## config.mk

```make
export PLATFORM = sky130hd
export DESIGN_NAME = exc_req_unit
export DESIGN_NICKNAME = d
export VERILOG_FILES = /design/src/rtl/exc_pkg.sv /design/src/rtl/sync2.sv /design/src/rtl/exc_req_unit.sv
export SDC_FILE = /design/constraint.sdc
export NUM_CORES = 1
export LEC_CHECK = 0
export ABC_AREA = 1
export CORE_ASPECT_RATIO = 1.25
export CORE_UTILIZATION = 45
export CTS_BUF_LIST = sky130_fd_sc_hd__clkbuf_2
export DETAILED_ROUTE_END_ITERATION = 16
export HOLD_SLACK_MARGIN = 0.1
export PLACE_DENSITY = 0.8
export SLEW_MARGIN = 40
export SYNTH_ARGS = -nofsm -noshare
export SYNTH_HDL_FRONTEND = slang
export SYNTH_SLANG_ARGS = --single-unit
```

## constraint.sdc

```tcl
create_clock -name clk -period 1.6 [get_ports clk]
set_input_delay 0.24 -clock clk [delete_from_list [all_inputs] [get_ports clk]]
set_output_delay 0.24 -clock clk [all_outputs]
set_load 0.01 [all_outputs]
```

## src/rtl/exc_pkg.sv

```systemverilog
// Shared definitions for the exception request unit: cause codes, status bit
// positions, trap kind encodings and the sequencer state type.
package exc_pkg;

  localparam logic [4:0] CAUSE_INT     = 5'b00000;
  localparam logic [4:0] CAUSE_SYSCALL = 5'b01000;
  localparam logic [4:0] CAUSE_BREAK   = 5'b01001;
  localparam logic [4:0] CAUSE_TEQ     = 5'b01101;

  localparam int ST_IE    = 0;
  localparam int ST_SYS   = 1;
  localparam int ST_BRK   = 2;
  localparam int ST_TEQ   = 3;
  localparam int ST_IM_LO = 8;

  localparam logic [1:0] KIND_NONE    = 2'b00;
  localparam logic [1:0] KIND_SYSCALL = 2'b01;
  localparam logic [1:0] KIND_BREAK   = 2'b10;
  localparam logic [1:0] KIND_TEQ     = 2'b11;

  typedef enum logic [2:0] {
    S_IDLE,
    S_PENDING,
    S_COMMIT,
    S_REDIRECT,
    S_ERET
  } exc_state_e;

  function automatic logic [4:0] trap_cause(input logic [1:0] kind);
    case (kind)
      KIND_SYSCALL: trap_cause = CAUSE_SYSCALL;
      KIND_BREAK:   trap_cause = CAUSE_BREAK;
      KIND_TEQ:     trap_cause = CAUSE_TEQ;
      default:      trap_cause = CAUSE_INT;
    endcase
  endfunction

endpackage

```

## src/rtl/sync2.sv

```systemverilog
// Two-flop synchronizer for asynchronous level inputs.
module sync2 #(
  parameter int W = 1
) (
  input  logic         clk,
  input  logic         rst_n,
  input  logic [W-1:0] d,
  output logic [W-1:0] q
);

  logic [W-1:0] meta;

  always_ff @(posedge clk or negedge rst_n) begin
    if (!rst_n) begin
      meta <= '0;
      q    <= '0;
    end else begin
      meta <= d;
      q    <= meta;
    end
  end

endmodule

```

## src/rtl/exc_req_unit.sv

```systemverilog
// Exception request unit: gates traps and interrupts with CP0 status, waits for
// the instruction boundary, then drives the CP0 exception / eret handshakes.
//
// state      | meaning
// S_IDLE     | waiting for trap, eret or interrupt
// S_PENDING  | request latched, waiting for instruction boundary
// S_COMMIT   | exception pulse to CP0 with cause/epc
// S_REDIRECT | PC loads from CP0 exception address
// S_ERET     | eret pulse and PC redirect
module exc_req_unit
  import exc_pkg::*;
#(
  parameter int IRQ_W = 4
) (
  input  logic             clk,
  input  logic             rst_n,
  input  logic             trap_valid,
  input  logic [1:0]       trap_kind,
  input  logic             teq_eq,
  input  logic [31:0]      trap_pc,
  input  logic [31:0]      next_pc,
  input  logic             boundary,
  input  logic             eret_req,
  input  logic [IRQ_W-1:0] irq,
  input  logic [31:0]      status,
  output logic             exception,
  output logic [4:0]       cause,
  output logic [31:0]      epc,
  output logic             eret,
  output logic             pc_redirect,
  output logic             busy
);

  exc_state_e       state_q, state_d;
  logic [IRQ_W-1:0] irq_s;
  logic [4:0]       cause_q;
  logic [31:0]      epc_q;
  logic             is_irq;
  logic             kind_en;
  logic             trap_acc;
  logic             irq_req;
  logic             unused_status;

  sync2 #(.W(IRQ_W)) u_irq_sync (
    .clk   (clk),
    .rst_n (rst_n),
    .d     (irq),
    .q     (irq_s)
  );

  always_comb begin
    kind_en = 1'b0;
    case (trap_kind)
      KIND_SYSCALL: kind_en = status[ST_SYS];
      KIND_BREAK:   kind_en = status[ST_BRK];
      KIND_TEQ:     kind_en = status[ST_TEQ] & teq_eq;
      default:      kind_en = 1'b0;
    endcase
  end

  assign trap_acc = trap_valid & status[ST_IE] & kind_en;
  assign irq_req  = (|(irq_s & status[ST_IM_LO +: IRQ_W])) & status[ST_IE];
  assign unused_status = ^{status[31:ST_IM_LO+IRQ_W], status[ST_IM_LO-1:ST_TEQ+1]};

  always_ff @(posedge clk or negedge rst_n) begin
    if (!rst_n) state_q <= S_IDLE;
    else        state_q <= state_d;
  end

  always_comb begin
    state_d = state_q;
    case (state_q)
      S_IDLE: begin
        if (trap_acc)      state_d = S_PENDING;
        else if (eret_req) state_d = S_ERET;
        else if (irq_req)  state_d = S_PENDING;
      end
      S_PENDING:  if (boundary) state_d = S_COMMIT;
      S_COMMIT:   state_d = S_REDIRECT;
      S_REDIRECT: state_d = S_IDLE;
      S_ERET:     state_d = S_IDLE;
      default:    state_d = S_IDLE;
    endcase
  end

  always_comb begin
    exception   = (state_q == S_COMMIT);
    eret        = (state_q == S_ERET);
    pc_redirect = (state_q == S_REDIRECT) || (state_q == S_ERET);
    busy        = (state_q != S_IDLE);
  end

  // cause/epc outputs load on entry to COMMIT and hold until the next one.
  always_ff @(posedge clk or negedge rst_n) begin
    if (!rst_n) begin
      cause_q <= '0;
      epc_q   <= '0;
      is_irq  <= 1'b0;
      cause   <= '0;
      epc     <= '0;
    end else begin
      if (state_q == S_IDLE) begin
        if (trap_acc) begin
          cause_q <= trap_cause(trap_kind);
          epc_q   <= trap_pc;
          is_irq  <= 1'b0;
        end else if (!eret_req && irq_req) begin
          cause_q <= CAUSE_INT;
          is_irq  <= 1'b1;
        end
      end
      if (state_q == S_PENDING && boundary) begin
        cause <= cause_q;
        epc   <= is_irq ? next_pc : epc_q;
      end
    end
  end

endmodule

```

# ---- Word-level counts from Yosys, hierarchy flattened
# Index checks and enable logic that the tools add are counted.
dict set report classes {
  add_sub_neg 0
  n_mul 0
  n_div 0
  n_lt_le_gt_ge 0
  n_eq_ne 9
  shift 0
  muxes 12
  bitwise 5
  reduce_logical 11
}
# operator n
set op_table {}
lappend op_table {{32-bit 2-to-1 mux} 1}
lappend op_table {{3-bit 2-to-1 mux} 4}
lappend op_table {{4-bit one-hot mux with 3 select lines} 1}
lappend op_table {{5-bit 2-to-1 mux} 2}
lappend op_table {{3-bit one-hot mux with 3 select lines} 1}
lappend op_table {{3-bit by 2-bit == test with 1-bit output (second input constant)} 2}
lappend op_table {{2-bit AND reduction} 3}
lappend op_table {{1-bit AND} 4}
lappend op_table {{4-bit AND} 1}
lappend op_table {{2-bit == test (second input constant)} 2}
lappend op_table {{4-bit != test (second input constant)} 1}
lappend op_table {{4-bit OR reduction} 1}
lappend op_table {{3-bit by 1-bit == test with 1-bit output (second input constant)} 1}
lappend op_table {{3-bit == test (second input constant)} 1}
lappend op_table {{3-bit zero test} 1}
lappend op_table {{1-bit one-hot mux with 3 select lines} 1}
lappend op_table {{3-bit nonzero test} 1}
lappend op_table {{2-bit by 1-bit == test with 1-bit output (second input constant)} 1}
lappend op_table {{1-bit logical AND} 2}
lappend op_table {{1-bit 2-to-1 mux} 2}
lappend op_table {{2-bit != test (second input constant)} 1}
lappend op_table {{2-bit nonzero test} 1}
lappend op_table {{1-bit zero test} 1}
lappend op_table {{1-bit logical OR} 1}
dict set report word_totals {
  register_bits 86
  latchBits 0
  mem_bits_rw 0
  romBits 0
  in_bits 108
  out_inout_bits 41
  word_cells 45
  mem_count 0
}

# ---- Logic depth before layout (Yosys ltp)
dict set report logic_depth {
  depth_word 7
  ltp_mapped 10
}

# ---- Modules after synthesis
# Synthesis repeated with hierarchy kept, for this count alone.
dict set report hier_totals {
  cells_unflattened 433
  area_unflattened_um2 3686.0
}
# module n_inst cells_each area_each_um2 seq_area_each_um2
set by_module_without_submodules {}
lappend by_module_without_submodules {exc_req_unit 1 425 3485.8 1851.8}
lappend by_module_without_submodules {sync2 1 8 200.2 200.2}

# ---- Worst setup path after synthesis
# OpenSTA, ideal clock, no wires.
dict set report synth_path {
  kind {reg-to-reg}
  startpoint {register state_q[1]}
  endpoint {register epc_q[23]}
  setup_ps 117
  t_arrival_ps 1166
  slack_ps 316
  stages_incl_launch_ff 9
  path_buffers 2
  cell_sequence {dfrtp_1 -> inv_1 -> nand3_2 -> inv_2 -> nand3_4 -> inv_4 -> buf_12 -> buf_6 -> o21ai_2}
}
dict set report synth_via {
  elab_chain_cells 2
}
# item line_no
set synth_lines {}
lappend synth_lines {{from (decl)} exc_req_unit.sv:34} ;# exc_state_e state_q, state_d;
lappend synth_lines {{from (signal assigned)} exc_req_unit.sv:67} ;# else state_q <= state_d;
lappend synth_lines {{3-bit zero test} exc_req_unit.sv:102} ;# if (state_q == S_IDLE) begin
lappend synth_lines {{2-bit AND reduction (no source line)} n/a}
lappend synth_lines {{to (signal assigned)} exc_req_unit.sv:105} ;# epc_q <= trap_pc;
lappend synth_lines {{to (decl)} exc_req_unit.sv:37} ;# logic [31:0] epc_q;
# Every way passes these cells.
# A chain may end at the register's enable or synchronous reset.

# ---- Worst setup path in the final report
dict set report layout_path {
  startpoint {register state_q[2]}
  endpoint {output pc_redirect}
}
dict set report layout_via {
  elab_chain_cells 2
}
# item line_no
set layout_lines {}
lappend layout_lines {{3-bit by 2-bit == test with 1-bit output / 3-bit == test (equally long branches)} exc_req_unit.sv:89} ;# pc_redirect = (state_q == S_REDIRECT) || (state_q == S_ERET);
lappend layout_lines {{1-bit logical OR (*)} exc_req_unit.sv:89}
lappend layout_lines {{to (decl)} exc_req_unit.sv:30} ;# output logic pc_redirect,
# Mark *: on every way between the ends. The rest lies on a longest branch, timed or not.

==> flow_metrics.env <==
export IMPL_status="finished, violations left"
export IMPL_violations="negative setup slack"
export IMPL_clk_latency_ns=0.51
export IMPL_p_int_uw=4863
export IMPL_seq_power_share_pct=42.0
export IMPL_final_net_count=682
export IMPL_die_area_mm2=0.008674
export IMPL_drt_pre_antenna_iters=4
export IMPL_netlist_top_cells_count="nand2_1 (165), dfrtp_1 (82), inv_1 (42), o21ai_0 (41), o21ai_2 (28)"
export IMPL_synthCells=429
export IMPL_grt_pass1_vias=3287
export IMPL_start_util_pct=47.13
export IMPL_cts_root_buf="clkbuf_2"
export IMPL_p_leak_uw=0.002661
export IMPL_synthSimpleGateAreaFrac_pct=22.94
export IMPL_start_kind="flip-flop"
export IMPL_finalPower_uw=7889
export IMPL_rsz0062_at_grt="true"
export IMPL_drt_iter0_drc=93
export IMPL_avgRoutedWirePerCell_um=12.88
export IMPL_timing_rr_start="state_q[1]$_DFFE_PN0P_"
export IMPL_dpl_hpwl_mm=6.186
export IMPL_synthAdderAreaFrac_pct=0
export IMPL_setup_slack_ns=-0.04770
export IMPL_fin_skew_ns=0.03176
export IMPL_fillers=679
export IMPL_synth_area_leaders="dfrtp_1 (55%), nand2_1 (17%), o21ai_2 (6.6%)"
export IMPL_die_x_um=83.50
export IMPL_synth_cell_types=25
export IMPL_drive_above_1_share_pct=19.34
export IMPL_critPathKind="reg2out"
export IMPL_reg2reg_depth=7
export IMPL_coreArea_mm2=0.007928
export IMPL_netlist_area_leader_share_pct=54.92
export IMPL_clk_pin_slew_ns=0.22
export IMPL_antenna_found_initial=0
export IMPL_num_io_pins=149
export IMPL_syn_avg_cell_area_um2=8.709
export IMPL_via_count=3226
export IMPL_synth_area_leader_cell="dfrtp_1"
export IMPL_timing_final_max_slew_violations=0
export IMPL_grtUsageTotal_pct=21.19
export IMPL_cp_data_arrival_time_ns=1.41
export IMPL_comb_power_share_pct=46.7
export IMPL_cts_buffer_depth=2
export IMPL_rows=36
export IMPL_synthFlopType="dfrtp_1"
export IMPL_synth_xor_area_share_pct=0
export IMPL_max_freq_mhz=606.9
export IMPL_grt_ovfl_total=0
export IMPL_crit_fanout=3
export IMPL_multi_input_area_mm2=0.001346
export IMPL_gp_congestion=0.7906
export IMPL_synth_edf_count=0
export IMPL_switching_share_pct=38.36
export IMPL_die_h_um=103.9
export IMPL_yosysWarnings=0
export IMPL_p_sw_uw=3026
export IMPL_final_antenna_net_count=0
export IMPL_stdcell_count=674
export IMPL_cp_required_ns=1.36
export IMPL_finalHoldViolCount=0
export IMPL_vdd_ir_drop_worst_uv=743.2
export IMPL_cts_tree="done"
export IMPL_muxShareOfSynthArea_pct=0
export IMPL_postSynth_asyncResetShare_pct=100.0
export IMPL_viasPerCell=4.786
export IMPL_fin_crit_sh_pct=103.0
export IMPL_grt_max_degree=45
export IMPL_drc=0
export IMPL_finalCriticalPeriod_ns=1.648
export IMPL_ys_ff_latch=82
export IMPL_setup_viol=2
export IMPL_worst_r2r_setup_slack_ns=0.15
export IMPL_clkSinkCount=82
export IMPL_grt_pass1_wl_mm=14.78
export IMPL_yosysMostFrequentCell="nand2_1"
export IMPL_yosysSeqAreaShare_pct=54.92
export IMPL_maxCapViolCount=0
export IMPL_ctsHtreeMaxLevel=3
export IMPL_place_inst=639
export IMPL_port_buffers=122
export IMPL_fin_setup_tns_ns=-0.06351
export IMPL_drt_wl_total_mm=8.682
export IMPL_powerDensity_mw_per_mm2=1493
export IMPL_area_growth_pct=41.43
export IMPL_min_path_type="in2async"
export IMPL_antennaDiodeCount=0
export IMPL_pwr_share_clk_pct=11.2
export IMPL_cts_inserted_buffers=9
export IMPL_timing_rr_end="epc[13]$_DFFE_PN0P_"
export IMPL_seq_area_mm2=0.002053
export IMPL_synth_top_family_by_area="simple AND/OR/NAND/NOR gates"
export IMPL_synth_compound_area_share_pct=12.49
export IMPL_syn_cell_area_mm2=0.003736
export IMPL_end_kind="output port"
==> layout make-up <==
class / instances / share of cell area (%)
sequential: 82 / 38.86
tap: 95 / 2.250
clock inverter: 6 / 0.6630
inverter: 48 / 3.457
clock buffer: 10 / 0.9472
timing repair buffer: 156 / 28.34
multi-input combinational: 277 / 25.48
==> power groups by stage <==
stage               clock [uW]  sequential, uW  combinational [uW]
floorplan                    0            3530                1940
global placement             0            3360                3670
detailed placement           0            3390                3790
CTS                        924            3310                3690
global route              1020            3420                4130
finish                     887            3310                3690
==> placed cells by master (no fill, tap or decap) <==
cell | netlist | routed
nor3_2 | 1 | 1
inv_4 | 1 | 1
dfrtp_1 | 82 | 81
dfrtp_2 | 0 | 1
nand2_1 | 165 | 163
buf_4 | 2 | 24
o21ai_1 | 2 | 2
or2_2 | 1 | 1
conb_1 | 1 | 2
o21ai_0 | 41 | 41
nor2_2 | 0 | 2
clkbuf_2 | 0 | 10
o22ai_1 | 1 | 1
nand2_4 | 0 | 1
nand3_4 | 1 | 1
nor2_1 | 6 | 4
clkinv_2 | 0 | 1
nand2_2 | 20 | 21
clkdlybuf4s50_1 | 0 | 82
dlygate4sd2_1 | 0 | 35
dlygate4sd3_1 | 0 | 5
nand3_2 | 2 | 2
nand3_1 | 6 | 6
o21ai_2 | 28 | 28
inv_1 | 42 | 42
buf_12 | 3 | 6
clkinv_1 | 0 | 2
buf_2 | 10 | 4
inv_2 | 5 | 5
nand4_1 | 1 | 1
clkinvlp_4 | 0 | 3
==> routing by layer <==
layer	global-route usage (%)	vias up	wire, um	share of wire, %
met5	0	-	0	0
met4	8.232	0	217	2.5
met3	5.159	17	377	4.3
met2	37.00	88	4374	50
met1	25.09	1511	3713	43
li1	-	1610	-	-
==> metrics by stage <==
step	area, um^2	setup slack, ns	util, %	hold WS [ns]
2_1_floorplan	3740	0.3163	-	-0.05559
3_3_place_gp	5092	-0.02098	64.24	0.1675
3_5_place_dp	5092	-0.06882	64.24	0.1679
4_1_cts	5241	-0.08374	66.11	0.1027
5_1_grt	5284	-0.1734	66.65	0.1162
6_report	5284	-0.04770	66.65	0.1435
==> state kept, by name (all words and copies together), names as in the netlist <==
name,cells
state_q,3
cause,3
is_irq,1
epc,32
u_irq_sync.q,4
cause_q,3
epc_q,32
u_irq_sync.meta,4
==> worst max path at each step <==
stage                                         to  slack (ns)                   start
after floorplan            epc_q[23]$_DFFE_PN0P_        0.32  state_q[1]$_DFFE_PN0P_
after global placement      epc_q[1]$_DFFE_PN0P_       -0.02            trap_kind[1]
after detailed placement  cause_q[0]$_DFFE_PN0P_       -0.07            trap_kind[1]
after CTS                            pc_redirect       -0.08  state_q[2]$_DFFE_PN0P_
after global routing                 pc_redirect       -0.17  state_q[2]$_DFFE_PN0P_
final                                pc_redirect       -0.05  state_q[2]$_DFFE_PN0P_
==> kinds of logic (layout without fill, tap and decap cells) <==
group	count (synthesis)	after routing
AOI/OAI and AO/OA	72	72
buffers and inverters	71	220
DFF	82	82
other	1	2
and+or+nand+nor	203	203
==> worst max-delay path: stages (launching register included) <==
cell     delay, ns
dfrtp_1       0.45
inv_2         0.10
nand2_4       0.06
o22ai_1       0.14
buf_2         0.15
==> timing repair <==
| item | 4_1_cts | 5_1_grt |
|---|---|---|
| endpoints found under the setup margin | 39 | 5 |
| hold endpoints to repair | 84 | 2 |
| hold buffers | 3 | 2 |
| setup buffers | 12 | 2 |
| gates resized for setup | 54 | 2 |
No activity file was read; power rests on OpenSTA's default activity.
